$ cat config.mk
export PLATFORM = sky130hd
export DESIGN_NAME = ternary_hydration_pipe_flat
export DESIGN_NICKNAME = d
export VERILOG_FILES = /design/src/rtl/tfab_pkg.sv /design/src/rtl/ternary_hydration_pipe_if.sv /design/src/rtl/pt5_unpacker.sv /design/src/rtl/ternary_hydration_pipe.sv /design/src/flat_wrapper.sv
export SDC_FILE = /design/constraint.sdc
export NUM_CORES = 1
export LEC_CHECK = 0
export ABC_AREA = 1
export BUFFER_PORTS_ARGS = -buffer_cell sky130_fd_sc_hd__buf_2
export CORE_UTILIZATION = 57
export DETAILED_ROUTE_END_ITERATION = 16
export PLACE_DENSITY_LB_ADDON = 0.15
export SLEW_MARGIN = 10
export SYNTH_ARGS = -nofsm -noshare
export SYNTH_HDL_FRONTEND = slang
export SYNTH_SLANG_ARGS = --single-unit
$ cat constraint.sdc
create_clock -name clk -period 25.9 [get_ports clk]
set_input_delay 5.18 -clock clk [delete_from_list [all_inputs] [get_ports clk]]
set_output_delay 5.18 -clock clk [all_outputs]
set_load 0.01 [all_outputs]
$ cat src/rtl/tfab_pkg.sv
// -----------------------------------------------------------------------------
// tfab_pkg
// Shared types and constants for the PT-5 ternary fetch/hydration pipe.
//   trit_t         2-bit trit encoding used on every trit bus
//   TRIT_*         encodings for 0 / +1 / -1
//   PT5_MAX_BYTE   largest byte that is a valid 5-digit base-3 value (3^5-1)
//   pipe_state_t   frame sequencer states
//   digit_to_trit  maps a base-3 digit (0..2) to its trit encoding
// -----------------------------------------------------------------------------
package tfab_pkg;

  typedef logic [1:0] trit_t;

  localparam trit_t TRIT_ZERO = 2'b00;
  localparam trit_t TRIT_POS  = 2'b01;
  localparam trit_t TRIT_NEG  = 2'b10;

  localparam logic [7:0] PT5_MAX_BYTE = 8'd242;

  typedef enum logic [1:0] {
    ST_IDLE  = 2'd0,
    ST_FETCH = 2'd1,
    ST_DRAIN = 2'd2
  } pipe_state_t;

  function automatic trit_t digit_to_trit(input logic [1:0] i_digit);
    case (i_digit)
      2'd1:    return TRIT_POS;
      2'd2:    return TRIT_NEG;
      default: return TRIT_ZERO;
    endcase
  endfunction

endpackage

$ cat src/rtl/ternary_hydration_pipe_if.sv
// -----------------------------------------------------------------------------
// ternary_hydration_pipe_if
// Valid/ready beat stream from the hydration pipe to the vector engine.
//   out_valid    beat available (pipe -> engine)
//   out_ready    engine accepts beat (engine -> pipe)
//   out_w_trits  weight trits, lane L at [2L+:2]
//   out_i_trits  input trits, lane L at [2L+:2]
//   out_last     final beat of the frame
// master = pipe side, slave = engine side.
// -----------------------------------------------------------------------------
interface ternary_hydration_pipe_if #(
  parameter int LANES = 15
);

  logic               out_valid;
  logic               out_ready;
  logic [2*LANES-1:0] out_w_trits;
  logic [2*LANES-1:0] out_i_trits;
  logic               out_last;

  modport master (
    output out_valid,
    output out_w_trits,
    output out_i_trits,
    output out_last,
    input  out_ready
  );

  modport slave (
    input  out_valid,
    input  out_w_trits,
    input  out_i_trits,
    input  out_last,
    output out_ready
  );

endinterface

$ cat src/rtl/pt5_unpacker.sv
// -----------------------------------------------------------------------------
// pt5_unpacker
// Combinational PT-5 decoder: one byte holds five base-3 digits, least
// significant digit first. Digit k drives lane k of the 5-lane output.
//   i_byte     packed byte
//   o_trits    5 trits, lane k at [2k+:2]; all zero when the byte is invalid
//   o_invalid  byte exceeds PT5_MAX_BYTE
// -----------------------------------------------------------------------------
module pt5_unpacker
  import tfab_pkg::*;
(
  input  logic [7:0] i_byte,
  output logic [9:0] o_trits,
  output logic       o_invalid
);

  logic [7:0] w_rem;
  logic [1:0] w_digit;

  // NOTE: every signal written here gets a value before any branch or loop,
  // so no latch can be inferred.
  // NOTE: blocking assignments are required: w_rem must carry from one digit
  // to the next within a single evaluation.
  always_comb begin
    o_invalid = (i_byte > PT5_MAX_BYTE);
    o_trits   = '0;
    w_rem     = i_byte;
    w_digit   = '0;
    for (int k = 0; k < 5; k++) begin
      w_digit          = 2'(w_rem % 8'd3);
      o_trits[2*k +: 2] = o_invalid ? TRIT_ZERO : digit_to_trit(w_digit);
      w_rem            = w_rem / 8'd3;
    end
  end

endmodule

$ cat src/rtl/ternary_hydration_pipe.sv
// -----------------------------------------------------------------------------
// ternary_hydration_pipe
// Walks a weight bank and an input bank over a programmed frame (base, depth,
// stride), unpacks PT-5 bytes into lane-aligned trit vectors and streams them
// to the engine through a small output buffer with valid/ready backpressure.
//   clk, reset              clock; synchronous active-high reset
//   i_cfg_base_w/base_i     bank start addresses
//   i_cfg_depth             beats in frame (0 = empty frame, just pulses done)
//   i_cfg_stride            address increment per beat
//   i_cfg_bcast_i           hold input address at base_i for every beat
//   i_start                 frame start, cfg sampled with it; ignored while busy
//   o_busy, o_done          frame in progress / one-cycle end-of-frame pulse
//   o_err_invalid           sticky: a fetched byte was >242; cleared on start
//   o_mem_*_rd/addr         bank read strobes (always together) and addresses
//   i_mem_*_rdata           bank data, valid one cycle after the strobe
//   out_if                  beat stream (master side)
// Read issue is credit-limited: buffered + outstanding beats never exceed
// FIFO_DEPTH, so the buffer cannot overflow while the engine stalls.
// -----------------------------------------------------------------------------
module ternary_hydration_pipe
  import tfab_pkg::*;
#(
  parameter int ADDR_WIDTH  = 12,
  parameter int LANES       = 15,
  parameter int DEPTH_WIDTH = 16,
  parameter int FIFO_DEPTH  = 4
) (
  input  logic                   clk,
  input  logic                   reset,
  input  logic [ADDR_WIDTH-1:0]  i_cfg_base_w,
  input  logic [ADDR_WIDTH-1:0]  i_cfg_base_i,
  input  logic [DEPTH_WIDTH-1:0] i_cfg_depth,
  input  logic [7:0]             i_cfg_stride,
  input  logic                   i_cfg_bcast_i,
  input  logic                   i_start,
  output logic                   o_busy,
  output logic                   o_done,
  output logic                   o_err_invalid,
  output logic                   o_mem_w_rd,
  output logic [ADDR_WIDTH-1:0]  o_mem_w_addr,
  input  logic [LANES/5*8-1:0]   i_mem_w_rdata,
  output logic                   o_mem_i_rd,
  output logic [ADDR_WIDTH-1:0]  o_mem_i_addr,
  input  logic [LANES/5*8-1:0]   i_mem_i_rdata,
  ternary_hydration_pipe_if.master out_if
);

  localparam int BYTES = LANES / 5;
  localparam int PTR_W = (FIFO_DEPTH > 1) ? $clog2(FIFO_DEPTH) : 1;
  localparam int CNT_W = $clog2(FIFO_DEPTH + 1);

  typedef struct packed {
    logic [2*LANES-1:0] w_trits;
    logic [2*LANES-1:0] i_trits;
    logic               last;
  } beat_t;

  // Frame configuration and sequencing
  pipe_state_t            r_state, w_state_next;
  logic [DEPTH_WIDTH-1:0] r_depth;
  logic [DEPTH_WIDTH-1:0] r_issue_cnt;
  logic [7:0]             r_stride;
  logic                   r_bcast;
  logic [ADDR_WIDTH-1:0]  r_addr_w, r_addr_i;

  // Read pipeline: r_rd = strobe this cycle, r_inflight = data arriving now
  logic r_rd, r_rd_last;
  logic r_inflight, r_inflight_last;
  logic r_done, r_err;

  // Output buffer
  beat_t            r_fifo [FIFO_DEPTH];
  logic [PTR_W-1:0] r_wr_ptr, r_rd_ptr;
  logic [CNT_W-1:0] r_count;

  logic               w_start_ok, w_issue, w_last_issue, w_credit_ok;
  logic               w_pop, w_last_hs, w_done_set;
  beat_t              w_head;
  logic [2*LANES-1:0] w_unp_w, w_unp_i;
  logic [BYTES-1:0]   w_inv_w, w_inv_i;

  function automatic logic [PTR_W-1:0] ptr_inc(input logic [PTR_W-1:0] i_ptr);
    return (i_ptr == PTR_W'(FIFO_DEPTH - 1)) ? '0 : i_ptr + PTR_W'(1);
  endfunction

  for (genvar b = 0; b < BYTES; b++) begin : g_unpack
    pt5_unpacker u_unp_w (
      .i_byte    (i_mem_w_rdata[8*b +: 8]),
      .o_trits   (w_unp_w[10*b +: 10]),
      .o_invalid (w_inv_w[b])
    );
    pt5_unpacker u_unp_i (
      .i_byte    (i_mem_i_rdata[8*b +: 8]),
      .o_trits   (w_unp_i[10*b +: 10]),
      .o_invalid (w_inv_i[b])
    );
  end

  assign w_head      = r_fifo[r_rd_ptr];
  assign w_pop       = (r_count != '0) && out_if.out_ready;
  assign w_last_hs   = w_pop && w_head.last;
  // Credit counts buffered beats plus both read pipeline stages; pops in the
  // same cycle are deliberately not credited back early.
  assign w_credit_ok = (int'(r_count) + int'(r_rd) + int'(r_inflight)) < FIFO_DEPTH;

  // Next-state and control decode
  always_comb begin
    w_state_next = r_state;
    w_start_ok   = 1'b0;
    w_issue      = 1'b0;
    w_last_issue = (r_issue_cnt == r_depth - DEPTH_WIDTH'(1));
    w_done_set   = 1'b0;
    unique case (r_state)
      ST_IDLE: begin
        w_start_ok = i_start;
        if (i_start) begin
          if (i_cfg_depth == '0)
            w_done_set = 1'b1;
          else if (i_cfg_depth == DEPTH_WIDTH'(1))
            w_state_next = ST_DRAIN;
          else
            w_state_next = ST_FETCH;
        end
      end
      ST_FETCH: begin
        w_issue = w_credit_ok;
        if (w_credit_ok && w_last_issue)
          w_state_next = ST_DRAIN;
      end
      ST_DRAIN: begin
        if (w_last_hs) begin
          w_state_next = ST_IDLE;
          w_done_set   = 1'b1;
        end
      end
      default: w_state_next = ST_IDLE;
    endcase
  end

  // NOTE: sequential state uses non-blocking assignments so every register
  // samples pre-edge values regardless of statement order.
  always_ff @(posedge clk) begin
    if (reset) begin
      r_state <= ST_IDLE;
    end else begin
      r_state <= w_state_next;
    end
  end

  // Address generation, read strobes and error flag
  always_ff @(posedge clk) begin
    if (reset) begin
      r_depth         <= '0;
      r_issue_cnt     <= '0;
      r_stride        <= '0;
      r_bcast         <= 1'b0;
      r_addr_w        <= '0;
      r_addr_i        <= '0;
      r_rd            <= 1'b0;
      r_rd_last       <= 1'b0;
      r_inflight      <= 1'b0;
      r_inflight_last <= 1'b0;
      r_done          <= 1'b0;
      r_err           <= 1'b0;
    end else begin
      r_done          <= w_done_set;
      r_inflight      <= r_rd;
      r_inflight_last <= r_rd_last;
      r_rd            <= 1'b0;
      r_rd_last       <= 1'b0;
      if (w_start_ok) begin
        r_err    <= 1'b0;
        r_depth  <= i_cfg_depth;
        r_stride <= i_cfg_stride;
        r_bcast  <= i_cfg_bcast_i;
        if (i_cfg_depth != '0) begin
          // Beat 0 is issued straight from the start edge.
          r_addr_w    <= i_cfg_base_w;
          r_addr_i    <= i_cfg_base_i;
          r_rd        <= 1'b1;
          r_rd_last   <= (i_cfg_depth == DEPTH_WIDTH'(1));
          r_issue_cnt <= DEPTH_WIDTH'(1);
        end
      end else if (w_issue) begin
        r_addr_w    <= r_addr_w + ADDR_WIDTH'(r_stride);
        r_addr_i    <= r_bcast ? r_addr_i : r_addr_i + ADDR_WIDTH'(r_stride);
        r_rd        <= 1'b1;
        r_rd_last   <= w_last_issue;
        r_issue_cnt <= r_issue_cnt + DEPTH_WIDTH'(1);
      end
      if (r_inflight && (|{w_inv_w, w_inv_i}))
        r_err <= 1'b1;
    end
  end

  // Output buffer: unpacked beats are written as read data arrives
  always_ff @(posedge clk) begin
    if (reset) begin
      // NOTE: the buffer storage is reset because out_* read it directly and
      // must show zeros after reset; it is only FIFO_DEPTH entries.
      for (int e = 0; e < FIFO_DEPTH; e++) r_fifo[e] <= '0;
      r_wr_ptr <= '0;
      r_rd_ptr <= '0;
      r_count  <= '0;
    end else begin
      if (r_inflight) begin
        r_fifo[r_wr_ptr] <= '{w_trits: w_unp_w, i_trits: w_unp_i, last: r_inflight_last};
        r_wr_ptr         <= ptr_inc(r_wr_ptr);
      end
      if (w_pop)
        r_rd_ptr <= ptr_inc(r_rd_ptr);
      unique case ({r_inflight, w_pop})
        2'b10:   r_count <= r_count + CNT_W'(1);
        2'b01:   r_count <= r_count - CNT_W'(1);
        default: r_count <= r_count;
      endcase
    end
  end

  assign o_busy        = (r_state != ST_IDLE);
  assign o_done        = r_done;
  assign o_err_invalid = r_err;
  assign o_mem_w_rd    = r_rd;
  assign o_mem_i_rd    = r_rd;
  assign o_mem_w_addr  = r_addr_w;
  assign o_mem_i_addr  = r_addr_i;

  assign out_if.out_valid   = (r_count != '0);
  assign out_if.out_w_trits = w_head.w_trits;
  assign out_if.out_i_trits = w_head.i_trits;
  assign out_if.out_last    = w_head.last;

endmodule
$ cat src/flat_wrapper.sv
// flat-port wrapper written by rule: the top's interface ports become plain ports
module ternary_hydration_pipe_flat import tfab_pkg::*;
#(
  parameter int ADDR_WIDTH  = 12,
  parameter int LANES       = 15,
  parameter int DEPTH_WIDTH = 16,
  parameter int FIFO_DEPTH  = 4
)
  (clk, reset, i_cfg_base_w, i_cfg_base_i, i_cfg_depth, i_cfg_stride, i_cfg_bcast_i, i_start, o_busy, o_done, o_err_invalid, o_mem_w_rd, o_mem_w_addr, i_mem_w_rdata, o_mem_i_rd, o_mem_i_addr, i_mem_i_rdata, out_if_out_valid, out_if_out_w_trits, out_if_out_i_trits, out_if_out_last, out_if_out_ready);
  ternary_hydration_pipe_if #(.LANES(LANES)) out_if_i ();
  input  logic clk;
  input  logic reset;
  input  logic [ADDR_WIDTH-1:0] i_cfg_base_w;
  input  logic [ADDR_WIDTH-1:0] i_cfg_base_i;
  input  logic [DEPTH_WIDTH-1:0] i_cfg_depth;
  input  logic [7:0] i_cfg_stride;
  input  logic i_cfg_bcast_i;
  input  logic i_start;
  output logic o_busy;
  output logic o_done;
  output logic o_err_invalid;
  output logic o_mem_w_rd;
  output logic [ADDR_WIDTH-1:0] o_mem_w_addr;
  input  logic [LANES/5*8-1:0] i_mem_w_rdata;
  output logic o_mem_i_rd;
  output logic [ADDR_WIDTH-1:0] o_mem_i_addr;
  input  logic [LANES/5*8-1:0] i_mem_i_rdata;
  output wire logic [$bits(out_if_i.out_valid)-1:0] out_if_out_valid;
  output wire logic [$bits(out_if_i.out_w_trits)-1:0] out_if_out_w_trits;
  output wire logic [$bits(out_if_i.out_i_trits)-1:0] out_if_out_i_trits;
  output wire logic [$bits(out_if_i.out_last)-1:0] out_if_out_last;
  input wire logic [$bits(out_if_i.out_ready)-1:0] out_if_out_ready;
  assign out_if_out_valid = out_if_i.out_valid;
  assign out_if_out_w_trits = out_if_i.out_w_trits;
  assign out_if_out_i_trits = out_if_i.out_i_trits;
  assign out_if_out_last = out_if_i.out_last;
  assign out_if_i.out_ready = out_if_out_ready;
  ternary_hydration_pipe #(.ADDR_WIDTH(ADDR_WIDTH), .LANES(LANES), .DEPTH_WIDTH(DEPTH_WIDTH), .FIFO_DEPTH(FIFO_DEPTH)) u_core (.clk(clk), .reset(reset), .i_cfg_base_w(i_cfg_base_w), .i_cfg_base_i(i_cfg_base_i), .i_cfg_depth(i_cfg_depth), .i_cfg_stride(i_cfg_stride), .i_cfg_bcast_i(i_cfg_bcast_i), .i_start(i_start), .o_busy(o_busy), .o_done(o_done), .o_err_invalid(o_err_invalid), .o_mem_w_rd(o_mem_w_rd), .o_mem_w_addr(o_mem_w_addr), .i_mem_w_rdata(i_mem_w_rdata), .o_mem_i_rd(o_mem_i_rd), .o_mem_i_addr(o_mem_i_addr), .i_mem_i_rdata(i_mem_i_rdata), .out_if(out_if_i));
endmodule
* Yosys cells after proc, flatten, opt, wreduce, memory -nomap -nowiden
Memories as Yosys holds them, arrays and structs flattened. A register that Yosys moved wholly into a read port is not among the register bits.
Index checks and enable logic that the tools add are counted.
** Storage, ports and cells
- Flip-flop bits (word level) :: 80
- Memories :: 1
- Memory bits (writable) :: 244
- Bits of input ports :: 101
- Logic and storage cells :: 282
- Output and inout bits :: 91
** Cells by class
- Multiplexer cells :: 103
- Add/subtract/negate cells :: 10
- Equality and inequality tests :: 74
- Reduce and logical (&&, ||, !) cells :: 17
- Divide/modulo/power cells :: 54
- Order comparisons :: 7
** Memories
- u_core.r_fifo :: depth 4, width 61, rd ports 1, clocked after memory_dff 1, wr ports 4, line ternary_hydration_pipe.sv:72 : beat_t r_fifo [FIFO_DEPTH];
** Operator list (count)
- modulo 8 x 2 -> 8 bit, second input constant :: 30
- divider 8 x 2 -> 8 bit, second input constant :: 24
- case mux 2 bit (2 select lines) :: 30
- two-way mux 12 bit :: 7
- two-way mux 2 bit :: 40
- == test 2 bit, second input constant :: 34
- == test 2 x 1 -> 1 bit, second input constant :: 32
- two-way mux 61 bit :: 1
- OR reduction 61 bit :: 1
- > comparator 8 bit, second input constant :: 6
- two-way mux 16 bit :: 3
- adder 32 x 2 -> 32 bit :: 1
- less-than comparator 32 x 4 -> 1 bit, second input constant :: 1
- adder 12 x 8 -> 12 bit :: 2
- two-way mux 1 bit :: 19
- adder 16 x 1 -> 16 bit, second input constant :: 1
- == test 16 x 1 -> 1 bit, second input constant :: 1
- == test 16 bit :: 1
- zero test 16 bit :: 1
- nonzero test 16 bit :: 1
- subtractor 16 x 1 -> 16 bit, second input constant :: 1
- inequality test 2 bit, second input constant :: 4
- nonzero test 2 bit :: 4
- case mux 2 bit (3 select lines) :: 1
- 14 further kinds :: 19

* Logic depth before layout (Yosys ltp)
Gate-level depths: netlist of run 1.
- Depth after elaboration :: 9
- Depth in mapped cells :: 78
- Mapped depth without buffers :: 78

* Modules after synthesis
From an unflattened synthesis of run 1, not the netlist that was laid out.
** Second synthesis, totals
- Cells, all modules :: 3845
- Area, all modules :: 27491.4 µm²
** By module, submodules not included
- ternary_hydration_pipe :: area each 15389.8 µm², cells each 1691, seq. area each 8968.6 µm², instances 1
- pt5_unpacker :: area each 2016.9 µm², cells each 359, seq. area each 0.0 µm², instances 6

* Least setup slack after synthesis of run 1
Ideal clock, no wire load.
- Path type :: input to register
- Start point :: input port i_mem_i_rdata[23]
- End point :: memory u_core.r_fifo[0][29] (netlist name), data pin
- Cell stages on the path :: 74
- Buffers on the path :: 0
- Setup slack :: 12.739 ns
- Setup time :: 0.157 ns
- Data arrival time :: 13.004 ns
- Cells stage by stage :: inv_1 nand2_1 inv_1 nand2_1 nand2_1 ha_1 inv_1 o21ai_0 nand2_2 nand2_2 nand2_2 inv_2 nand2_4 nand2_2 nand2_1 nand2_1 inv_1 ha_1 [38 not listed] nor2_4 nand2_2 nand2_2 inv_1 nand2_1 o21ai_0 ha_1 o21bai_1 nor2_1 nand3_1 ha_1 inv_1 nand2_1 inv_1 nand2_1 nand2_1 nand3_1 nor3_1
** RTL lines
- start: declaration :: line flat_wrapper.sv:27 : input logic [LANES/5*8-1:0] i_mem_i_rdata;
- end: declaration :: line ternary_hydration_pipe.sv:72

==> impl_summary.md, run 1 <==
Run status
The run finished with clean final reports.

Worst setup path
The critical-path cell with the highest stage delay is sky130_fd_sc_hd__o21ai_0. The largest driver fanout on the critical path is 10. The total buffers and inverters traversed by the critical path is 16. The source of the worst register-to-register timing path is u_core.r_state[1]$_SDFFE_PP0P_. The most critical setup path has its startpoint at i_mem_i_rdata[23].

The delay of the slowest cell on the worst path is 0.43 ns. At the worst endpoint, the required time is 26.27 ns. The critical path's top delay family is simple AND/OR/NAND/NOR gates.

The setup path with the least slack is of type in2reg. The worst setup path is captured at a flop. The worst setup path is launched from an input pin.

The data arrival time of the worst path is 14.47 ns. In this design, the critical path's most frequently occurring cell is sky130_fd_sc_hd__nand2_1.

Worst hold path
In this run the most critical hold path is launched from u_core.r_rd_last$_SDFF_PP0_. The tightest min-delay check is of the reg2reg type.

CTS
CTS placed an instance of sky130_fd_sc_hd__clkbuf_16 at the clock tree root. The number of clock sinks is 326. The total setup buffers inserted after CTS is 0. The TritonCTS clock tree is done. The number of buffers created by CTS is 35. The level count of the clock H-tree is 2.

For the worst-skew pair, the clock arrives at the later sink with an insertion delay of around 0.53 ns. The clock slew seen by the registers of the worst setup and hold paths is 0.06 ns. In this run the deepest clock path goes through 3 buffers.

The number of hold-repair buffers added at the cts stage is 0. In this run, post-CTS repair resized a total of 0 instances.

Final layout
Compared with the post-synthesis result, the final layout area differs by 9.798%. In the final layout, the share of cells above drive strength 1 is 0.1521. 0 antenna diodes ended up in the layout. The net total in the final layout is ~4100.

Synthesis
The share of synthesized area in the top cell type comes to 0.2777. Synthesis inferred ~330 register bits. Synthesis produced a netlist with a net count of approximately 3900. By area the synthesized netlist is led by sky130_fd_sc_hd__edfxtp_1 28%, sky130_fd_sc_hd__nand2_1 10%, sky130_fd_sc_hd__nor2_1 8.6%. The count of synthesis-stage warnings from yosys is 0.

The cell count after synthesis came out at 3676. The count of unique library cells instantiated by Yosys is 73. The leading cell type by number of instances after synthesis is sky130_fd_sc_hd__nand2_1. The commonest cells after synthesis are 718 x sky130_fd_sc_hd__nand2_1, 601 x sky130_fd_sc_hd__nor2_1, 508 x sky130_fd_sc_hd__inv_1, 244 x sky130_fd_sc_hd__edfxtp_1, 229 x sky130_fd_sc_hd__o21ai_0. The average instance in the mapped netlist occupies 7.177 um^2. Counting flops with a built-in enable in the synthesized netlist gives approximately 240. The share of flip-flops with an asynchronous set or reset after synthesis is 0. The prevailing post-synth register cell is sky130_fd_sc_hd__edfxtp_1. The sequential-to-total area share from yosys stat is 0.3399. The synthesized area is 0.02638 mm^2. The most area-hungry cell type in the Yosys netlist is sky130_fd_sc_hd__edfxtp_1.

Global routing
The initial antenna violation count is 0. Entering global routing, the biggest net connects between 100 and 150 pins. The global-route wire length before repair is 101400 um. The aggregate global-route resource usage is 0.2570. The overall overflow remaining after global route is 0.

The via count of the first global-routing pass is 21660.

Floorplanning
The die area is 0.04715 mm^2. The number of standard-cell rows in the floorplan is 78. For this configuration, the core starts out at a cell density of 0.5801. The die is 217.1 um tall. The floorplan core area is 0.04548 mm^2. The floorplan die width is 217.1 um. The count of pins on the block boundary is 192.

Placed design
The number of buffer cells added on primary ports is 191. The setup slack after placement is 11.31 ns. The detailed placement HPWL is 43070 um.

The weighted congestion reported at the end of routability-driven placement is 0.8837.

Pwr
In this run the power spent charging and discharging nets is 1.515 mW. In this run the power density over the cells is 106.3 mW/mm^2. The worst-case IR drop observed on VDD is roughly 0.00007 V. Of the total power, the share spent switching nets is 0.4921. The static leakage is 13.93 nW.

The total internal power is ~1.6 mW. The power share of the sequential group is 0.220. The share of total power dissipated in the clock network is 0.157. The share of total power dissipated in combinational logic is 0.623.

Detailed routing
The post-route antenna net violation count is 0. In the routed design, unresolved DRC markers number 0. The first TritonRoute pass finished after 7 iterations. The per-cell via count in the routed design is 5.246. Wires add up to between 60000 and 70000 um. Across all layers, the routed design uses 23390 vias. The initial DRC count is 1278. The average wire length per cell after detail routing is 13.70 um.

STA
Of the available clock period, the critical path in the final layout requires 0.5443. The final count of pins violating max slew is 0. The minimum period implied by the final worst setup slack is 14.10 ns. In the post-route analysis, the smallest setup slack over all paths is 11.80 ns. In this run the tightest slew margin relative to its limit is 0.2090. For the final database, setup skew stands at about 0.016 ns. Setup violations remaining at the end of the flow were counted as 0. Setup repair after global routing left no endpoint under its margin.

For this run, the top clock speed supported by timing is 70.93 MHz. The final number of hold-violating endpoints is 0. The slew at the pin closest to its max-slew limit is 1.187 ns.

For the final routed database, the setup TNS stands at 0 ns.

Flow run
Max-cap violations in this run came to 0.
-- routing by layer --
metal | global-route usage | share of wire | up-vias | wire length, um
met5 | 0 | 0 | - | 0
met4 | 0.07254 | 0.022 | 0 | 1367
met3 | 0.03005 | 0.049 | 75 | 3001
met2 | 0.4489 | 0.47 | 463 | 28800
met1 | 0.3340 | 0.46 | 10530 | 27930
li1 | - | - | 12320 | -
-- sequential cells by signal, indices dropped and copies added, names as in the netlist, named ones only --
| register | flops |
|---|---|
| u_core.r_fifo | 244 |
| u_core.r_depth | 16 |
| u_core.r_issue_cnt | 16 |
| u_core.o_mem_i_addr | 12 |
| u_core.o_mem_w_addr | 12 |
| u_core.r_stride | 8 |
| u_core.r_count | 3 |
| u_core.r_rd_ptr | 2 |
| u_core.r_state | 2 |
| u_core.r_wr_ptr | 2 |
| u_core.o_done | 1 |
| u_core.o_err_invalid | 1 |
| u_core.o_mem_i_rd | 1 |
| u_core.r_bcast | 1 |
| u_core.r_inflight | 1 |
| u_core.r_inflight_last | 1 |
| u_core.r_rd_last | 1 |
-- cells by family (layout without fill, tap and decap cells) --
kind of cell / Yosys count / count (layout) / synth area share
and+or+nand+nor: 1929 / 1929 / 0.3389
xor gates and xnor gates: 112 / 112 / 0.03860
AOI/OAI and AO/OA: 495 / 495 / 0.1097
adders and majority gates: 158 / 158 / 0.07578
muxes: 7 / 7 / 0.003462
buffers and inverters: 649 / 832 / 0.09357
DFF: 326 / 326 / 0.3399
-- per-stage QoR --
stage          area [um^2]  power, mW  instances  hold WS, ns  utilization
4_1_cts              28970      3.086       4459       0.4197       0.6370
3_3_place_gp         27880      2.569       4396       0.4145       0.6130
5_1_grt              28970      3.391       4459       0.4454       0.6370
6_report             28970      3.079       4459       0.4218       0.6370
3_5_place_dp         27880      2.593       4396       0.4057       0.6130
2_1_floorplan        26380      2.170       3676       0.3883            -
-- cells in the final DEF (no fill, tap or decap), types with 7 or more instances in the layout --
cell type	n
sky130_fd_sc_hd__nand2_1	715
sky130_fd_sc_hd__nor2_1	600
sky130_fd_sc_hd__inv_1	506
sky130_fd_sc_hd__edfxtp_1	244
sky130_fd_sc_hd__o21ai_0	229
sky130_fd_sc_hd__nand3_1	210
sky130_fd_sc_hd__buf_2	191
sky130_fd_sc_hd__ha_1	155
sky130_fd_sc_hd__nand2_2	94
sky130_fd_sc_hd__a21oi_1	88
sky130_fd_sc_hd__xor2_1	83
sky130_fd_sc_hd__dfxtp_1	80
sky130_fd_sc_hd__nor3_1	66
sky130_fd_sc_hd__o22ai_1	64
sky130_fd_sc_hd__nand4_1	60
sky130_fd_sc_hd__inv_2	53
sky130_fd_sc_hd__nand3_2	42
sky130_fd_sc_hd__clkbuf_16	36
sky130_fd_sc_hd__nor2_2	25
sky130_fd_sc_hd__xnor2_1	24
sky130_fd_sc_hd__o21ai_1	20
sky130_fd_sc_hd__nand3b_1	19
sky130_fd_sc_hd__o21ai_2	17
sky130_fd_sc_hd__nand2_4	17
sky130_fd_sc_hd__nor2_4	16
sky130_fd_sc_hd__or2_2	15
sky130_fd_sc_hd__buf_4	13
sky130_fd_sc_hd__clkbuf_1	11
sky130_fd_sc_hd__a31oi_1	10
sky130_fd_sc_hd__clkinv_2	9
sky130_fd_sc_hd__o211ai_1	8
sky130_fd_sc_hd__o21bai_1	8
sky130_fd_sc_hd__and2_1	8
sky130_fd_sc_hd__nor4_1	8
sky130_fd_sc_hd__nand3_4	7
sky130_fd_sc_hd__nand4_2	7
-- worst reg2reg max path: cells and delay by family, from the launching register on --
family | cells | cell delay (ns)
AOI/OAI and AO/OA | 2 | 0.25
buffers and inverters | 5 | 0.73
and+or+nand+nor | 9 | 2.36
DFF | 1 | 0.34
-- cell type report --
cell class	count	area [um^2]
fillers	4207	16510
multi-input cells	2701	14980
flip-flops and latches	326	8974
inverters	565	2123
repair buffers	204	1054
clock buffers	47	942.2
well taps	600	750.7
clock inverters	16	148.9
-- power by group through the flow --
| stage | clock network, mW | registers [mW] | logic (mW) |
|---|---|---|---|
| finish | 0.482 | 0.678 | 1.92 |
| global route | 0.507 | 0.685 | 2.20 |
| CTS | 0.487 | 0.677 | 1.92 |
| detailed placement | 0 | 0.687 | 1.91 |
| global placement | 0 | 0.686 | 1.88 |
| floorplan | 0 | 0.688 | 1.48 |
-- worst paths after layout --
path	to	slack (ns)	depth (start not counted)
worst max register to register	u_core.r_issue_cnt[15]$_SDFFE_PP0P_	22.16	16
worst min-delay path	u_core.r_inflight_last$_SDFF_PP0_	0.42	2
worst max-delay path	u_core.r_fifo[2][29]$_SDFFCE_PN0P_	11.80	75
worst min register to register	u_core.r_inflight_last$_SDFF_PP0_	0.42	2
(Power assumes the default switching activity.)
==> run 2: changes to the inputs <==
ABC_AREA = 0   (was 1)
clock period = 14.7 ns   (was 25.9 ns; I/O delays follow)
==> impl_summary.md, run 2 <==
Floorplanning
The die outline height was 231.0 um (+6.4%). The count of pins on the block boundary came to 192 (unchanged). The number of standard-cell rows in the floorplan is 83 (+6.4%). The die area was 0.05337 mm^2 (+13%). The starting density of the core came to 0.5792 (-0.0009042). The floorplan die width is 231.0 um (+6.4%). The floorplan core area is 0.05161 mm^2 (+13%).

STA
The total negative slack was 0 ns (unchanged). The final count of pins violating max slew was 0 (unchanged). The final number of hold-violating endpoints is 0 (unchanged). The slew at the pin closest to its max-slew limit is 1.071 ns (-0.1156 ns). The final number of setup-violating endpoints is 0 (unchanged). The worst setup margin is 0.7891 ns (-11.01 ns). The final-layout worst hold slack is 0.4566 ns (+0.03479 ns). Derived from the worst setup path, the maximum achievable clock frequency is 71.89 MHz.

The minimum period implied by the final worst setup slack is 13.91 ns. The relative max-transition margin is 0.2860 (+0.07704). The fraction of the cycle the final worst path needs is 0.9463. The final clock skew was 0.01204 ns (-0.003477 ns).

Synthesis
The gate count after technology mapping is 3579 (-2.6%). Yosys instantiated no cell more often than sky130_fd_sc_hd__nor2_1. The count of synthesis-stage warnings from yosys was 0 (unchanged). Sorting the synthesized cells by area gives the leading types as sky130_fd_sc_hd__edfxtp_1 25%, sky130_fd_sc_hd__ha_1 6.5%, sky130_fd_sc_hd__nor2_1 5.5%. The count of unique library cells instantiated by Yosys is 135 (+85%).

The flop and latch count out of synthesis is 326 (unchanged). The most area-hungry cell type in the Yosys netlist is sky130_fd_sc_hd__edfxtp_1. The sequential-to-total area share from yosys stat is 0.3000 (-0.03994). The share of the synthesized area in the top cell type was 0.2451 (-0.03263). The prevailing post-synth register cell is sky130_fd_sc_hd__edfxtp_1.

By count the netlist is led by 440 x sky130_fd_sc_hd__nor2_1, 320 x sky130_fd_sc_hd__nand2_1, 244 x sky130_fd_sc_hd__edfxtp_1, 209 x sky130_fd_sc_hd__inv_1, 199 x sky130_fd_sc_hd__a21oi_1. The number of flops mapped to enable cells by yosys is 244 (unchanged). The post-synthesis average cell area is 8.353 um^2 (+16%).

The share of flip-flops with an asynchronous set or reset after synthesis was 0 (unchanged). The synthesized area is 0.02989 mm^2 (+13%). The number of nets produced by synthesis was 3838 (-2.5%).

CTS
The number of buffers created by CTS is 36 (+2.9%). The level count of the clock H-tree is 2 (unchanged). The clock latency on the worst-skew pair is 0.53 ns (about the same). TritonCTS built the clock tree. The maximum number of buffers from clock root to sink is 3 (unchanged). The clock slew seen by the registers of the worst setup and hold paths was 0.06 ns (about the same). Clock tree synthesis selected as its root buffer the cell sky130_fd_sc_hd__clkbuf_16. The number of clock sinks is 326 (unchanged).

The number of hold-repair buffers added at the cts stage is 0 (unchanged).

Worst setup path
The data arrival time of the worst path is 14.16 ns (-0.31 ns). The endpoint identified for the worst register-to-register timing path is u_core.r_issue_cnt[13]$_SDFFE_PP0P_. The data required time at the worst endpoint is 14.95 ns (-11.32 ns). The largest driver fanout on the critical path is 11 (+1). The delay of the slowest cell on the worst path is 0.66 ns (+0.23 ns). The critical path class is in2reg. The setup slack on the worst flop-to-flop path came to 11.21 ns (-10.95 ns). The worst register-to-register path begins at u_core.o_mem_i_rd$_SDFF_PP0_. STA classifies the critical path endpoint as a flop. The depth of the most critical reg-to-reg path is 13 (-3). The nature of the critical path startpoint is an input pin. The most used cell along the critical path is sky130_fd_sc_hd__ha_1. The slowest stage of the critical path is the sky130_fd_sc_hd__or4b_2 cell.

Worst hold path
The hold path depth is 1 (-1). In this run the most critical hold path is launched from u_core.r_rd_last$_SDFF_PP0_. The type of the worst min-delay path is reg2reg. The sink of the worst hold path is u_core.r_inflight_last$_SDFF_PP0_.

Final layout
The library cells used most frequently in the layout, excluding fill and tap cells, are 438 x sky130_fd_sc_hd__nor2_1, 319 x sky130_fd_sc_hd__nand2_1, 244 x sky130_fd_sc_hd__edfxtp_1. The net total in the final layout is 3912 (-4.4%). The flip-flop count of the largest register, all copies and words added was 244 (unchanged). The end-of-flow core utilization was 0.6306 (-0.006375). The layout overhead on the synthesized area is 8.869%.

The largest registers in the layout are u_core.r_fifo (244), u_core.r_depth (16), u_core.r_issue_cnt (16). The fraction of final layout cells with drive strength greater than 1 is 0.1467 (-0.005413). The post-route standard cell area excluding fillers was 0.03255 mm^2 (+12%). The register with the highest flop count is u_core.r_fifo.

The most frequent standard cell in the layout excluding fill and tap cells is sky130_fd_sc_hd__nor2_1. The non-filler instance count after layout is 4361 (-2.2%). The antenna diode instance count is 0 (unchanged).

Pwr
The power density relative to cell area is 133.8 mW/mm^2 (+26%). The overall power after layout is 4.353 mW (+41%). The largest vdd supply drop came to 0.00008126 V (+17%). The static leakage came to 12.91 nW (-7.4%).

Global routing
The global-route wire length before repair is 127200 um (+25%). The via count of the first global-routing pass is 25590 (+18%). The initial antenna violation count came to 0 (unchanged). The largest net degree at the start of global routing is 73 (-35%).

The aggregate global-route resource usage is 0.2830 (+0.02597). The overall overflow remaining after global route is 0 (unchanged).

Placed design
The post-detailed-placement cell area is 0.03121 mm^2 (+12%). The setup slack after placement was -0.1374 ns (-11.44 ns). The number of buffer cells added on primary ports is 191 (unchanged).

The weighted congestion reported at the end of routability-driven placement is 0.9177 (+3.8%). The number of cells in the design after placement came to 4290 (-2.4%). The detailed placement HPWL is 55680 um (+29%).

Run status
The flow ran to the end, and the final reports show no timing, DRC or antenna violations.

Detailed routing
The DRC violation count after routing is 0 (unchanged). The number of iterations in the first detailed-routing pass came to 5 (-2). The average wire length per cell after detail routing is 17.91 um (+31%). The initial DRC count is 2043 (+60%). The via count came to 27590 (+18%). The post-route antenna net violation count is 0 (unchanged).

The per-cell via count in the routed design is 6.327 (+21%). The routed wire length is 78110 um (+28%).

Flow run
The count of maximum capacitance violations is 0 (unchanged).
-- run 2: changes by cell type in the layout (fill, tap and decap cells not counted), moves of 49 or more --
cell	before	now
sky130_fd_sc_hd__a21oi_1	88	198
sky130_fd_sc_hd__buf_4	13	66
sky130_fd_sc_hd__inv_1	506	209
sky130_fd_sc_hd__inv_2	53	2
sky130_fd_sc_hd__mux4_2	0	61
sky130_fd_sc_hd__nand2_1	715	319
sky130_fd_sc_hd__nand2_2	94	4
sky130_fd_sc_hd__nand2b_1	0	75
sky130_fd_sc_hd__nand3_1	210	82
sky130_fd_sc_hd__nor2_1	600	438
sky130_fd_sc_hd__nor2b_1	0	49
sky130_fd_sc_hd__nor3_1	66	131
-- run 2: worst max-delay path by stage --
| stage | start | to | slack [ns] | cells past startpoint |
|---|---|---|---|---|
| 2_1_floorplan | i_mem_w_rdata[22] | u_core.r_fifo[2][60]$_SDFFCE_PN0P_ | 0.29 | 56 |
| 3_3_place_gp | i_mem_w_rdata[23] | u_core.r_fifo[2][60]$_SDFFCE_PN0P_ | 0.27 | 52 |
| 3_5_place_dp | i_mem_w_rdata[23] | u_core.r_fifo[2][59]$_SDFFCE_PN0P_ | -0.14 | 52 |
| 4_1_cts | i_mem_w_rdata[23] | u_core.r_fifo[2][59]$_SDFFCE_PN0P_ | 0.36 | 52 |
| 5_1_grt | i_mem_w_rdata[23] | u_core.r_fifo[2][59]$_SDFFCE_PN0P_ | -0.04 | 52 |
| 6_report | i_mem_w_rdata[23] | u_core.r_fifo[2][60]$_SDFFCE_PN0P_ | 0.79 | 52 |
-- run 2: repair_timing --
action | 4_1_cts | 5_1_grt
endpoints found under the setup margin | 0 | 58
gates resized for setup | 0 | 39
buffers inserted | 0 | 5
-- run 2: cell families (layout without fill, tap and decap cells) --
| logic type | count (synthesis) | after routing | share of synthesized area |
|---|---|---|---|
| adder cells (fa/ha/maj) | 161 | 161 | 0.06793 |
| XOR/XNOR | 112 | 112 | 0.03403 |
| AND/OR/NAND/NOR | 1465 | 1465 | 0.2482 |
| buffers and inverters | 439 | 541 | 0.06127 |
| AO/OA/AOI/OAI | 968 | 968 | 0.2257 |
| flip-flops | 326 | 326 | 0.3000 |
| multiplexers | 108 | 108 | 0.06286 |
-- run 2: area by class of cell --
cell class | count | area (um^2)
sequential | 326 | 8974
clock inverter | 17 | 132.6
timing repair buffer | 257 | 1466
inverter | 218 | 825.8
multi-input combinational | 2814 | 19310
clock buffer | 49 | 991.0
fill | 4349 | 19070
tap | 680 | 850.8
-- run 2: critical path, delay by kind of cell --
kind | cells | cell delay, ns
AND/OR/NAND/NOR | 17 | 3.76
adder cells (fa/ha/maj) | 9 | 2.22
AO/OA/AOI/OAI | 19 | 4.13
multiplexers | 1 | 0.32
buffers and inverters | 3 | 0.36
XOR/XNOR | 3 | 0.40
-- run 2: report_power, final --
group / internal, mW / switching, mW / total (mW)
logic: 0.992 / 1.41 / 2.41
registers: 1.04 / 0.0401 / 1.08
clock network: 0.495 / 0.370 / 0.865
total: 2.53 / 1.82 / 4.35
-- run 2: routing by layer --
layer,vias up,GRT usage,part of all wire
met5,-,0,0
met4,0,0.06022,0.016
met3,83,0.03433,0.057
met2,834,0.4865,0.48
met1,13210,0.3811,0.45
li1,13460,-,-
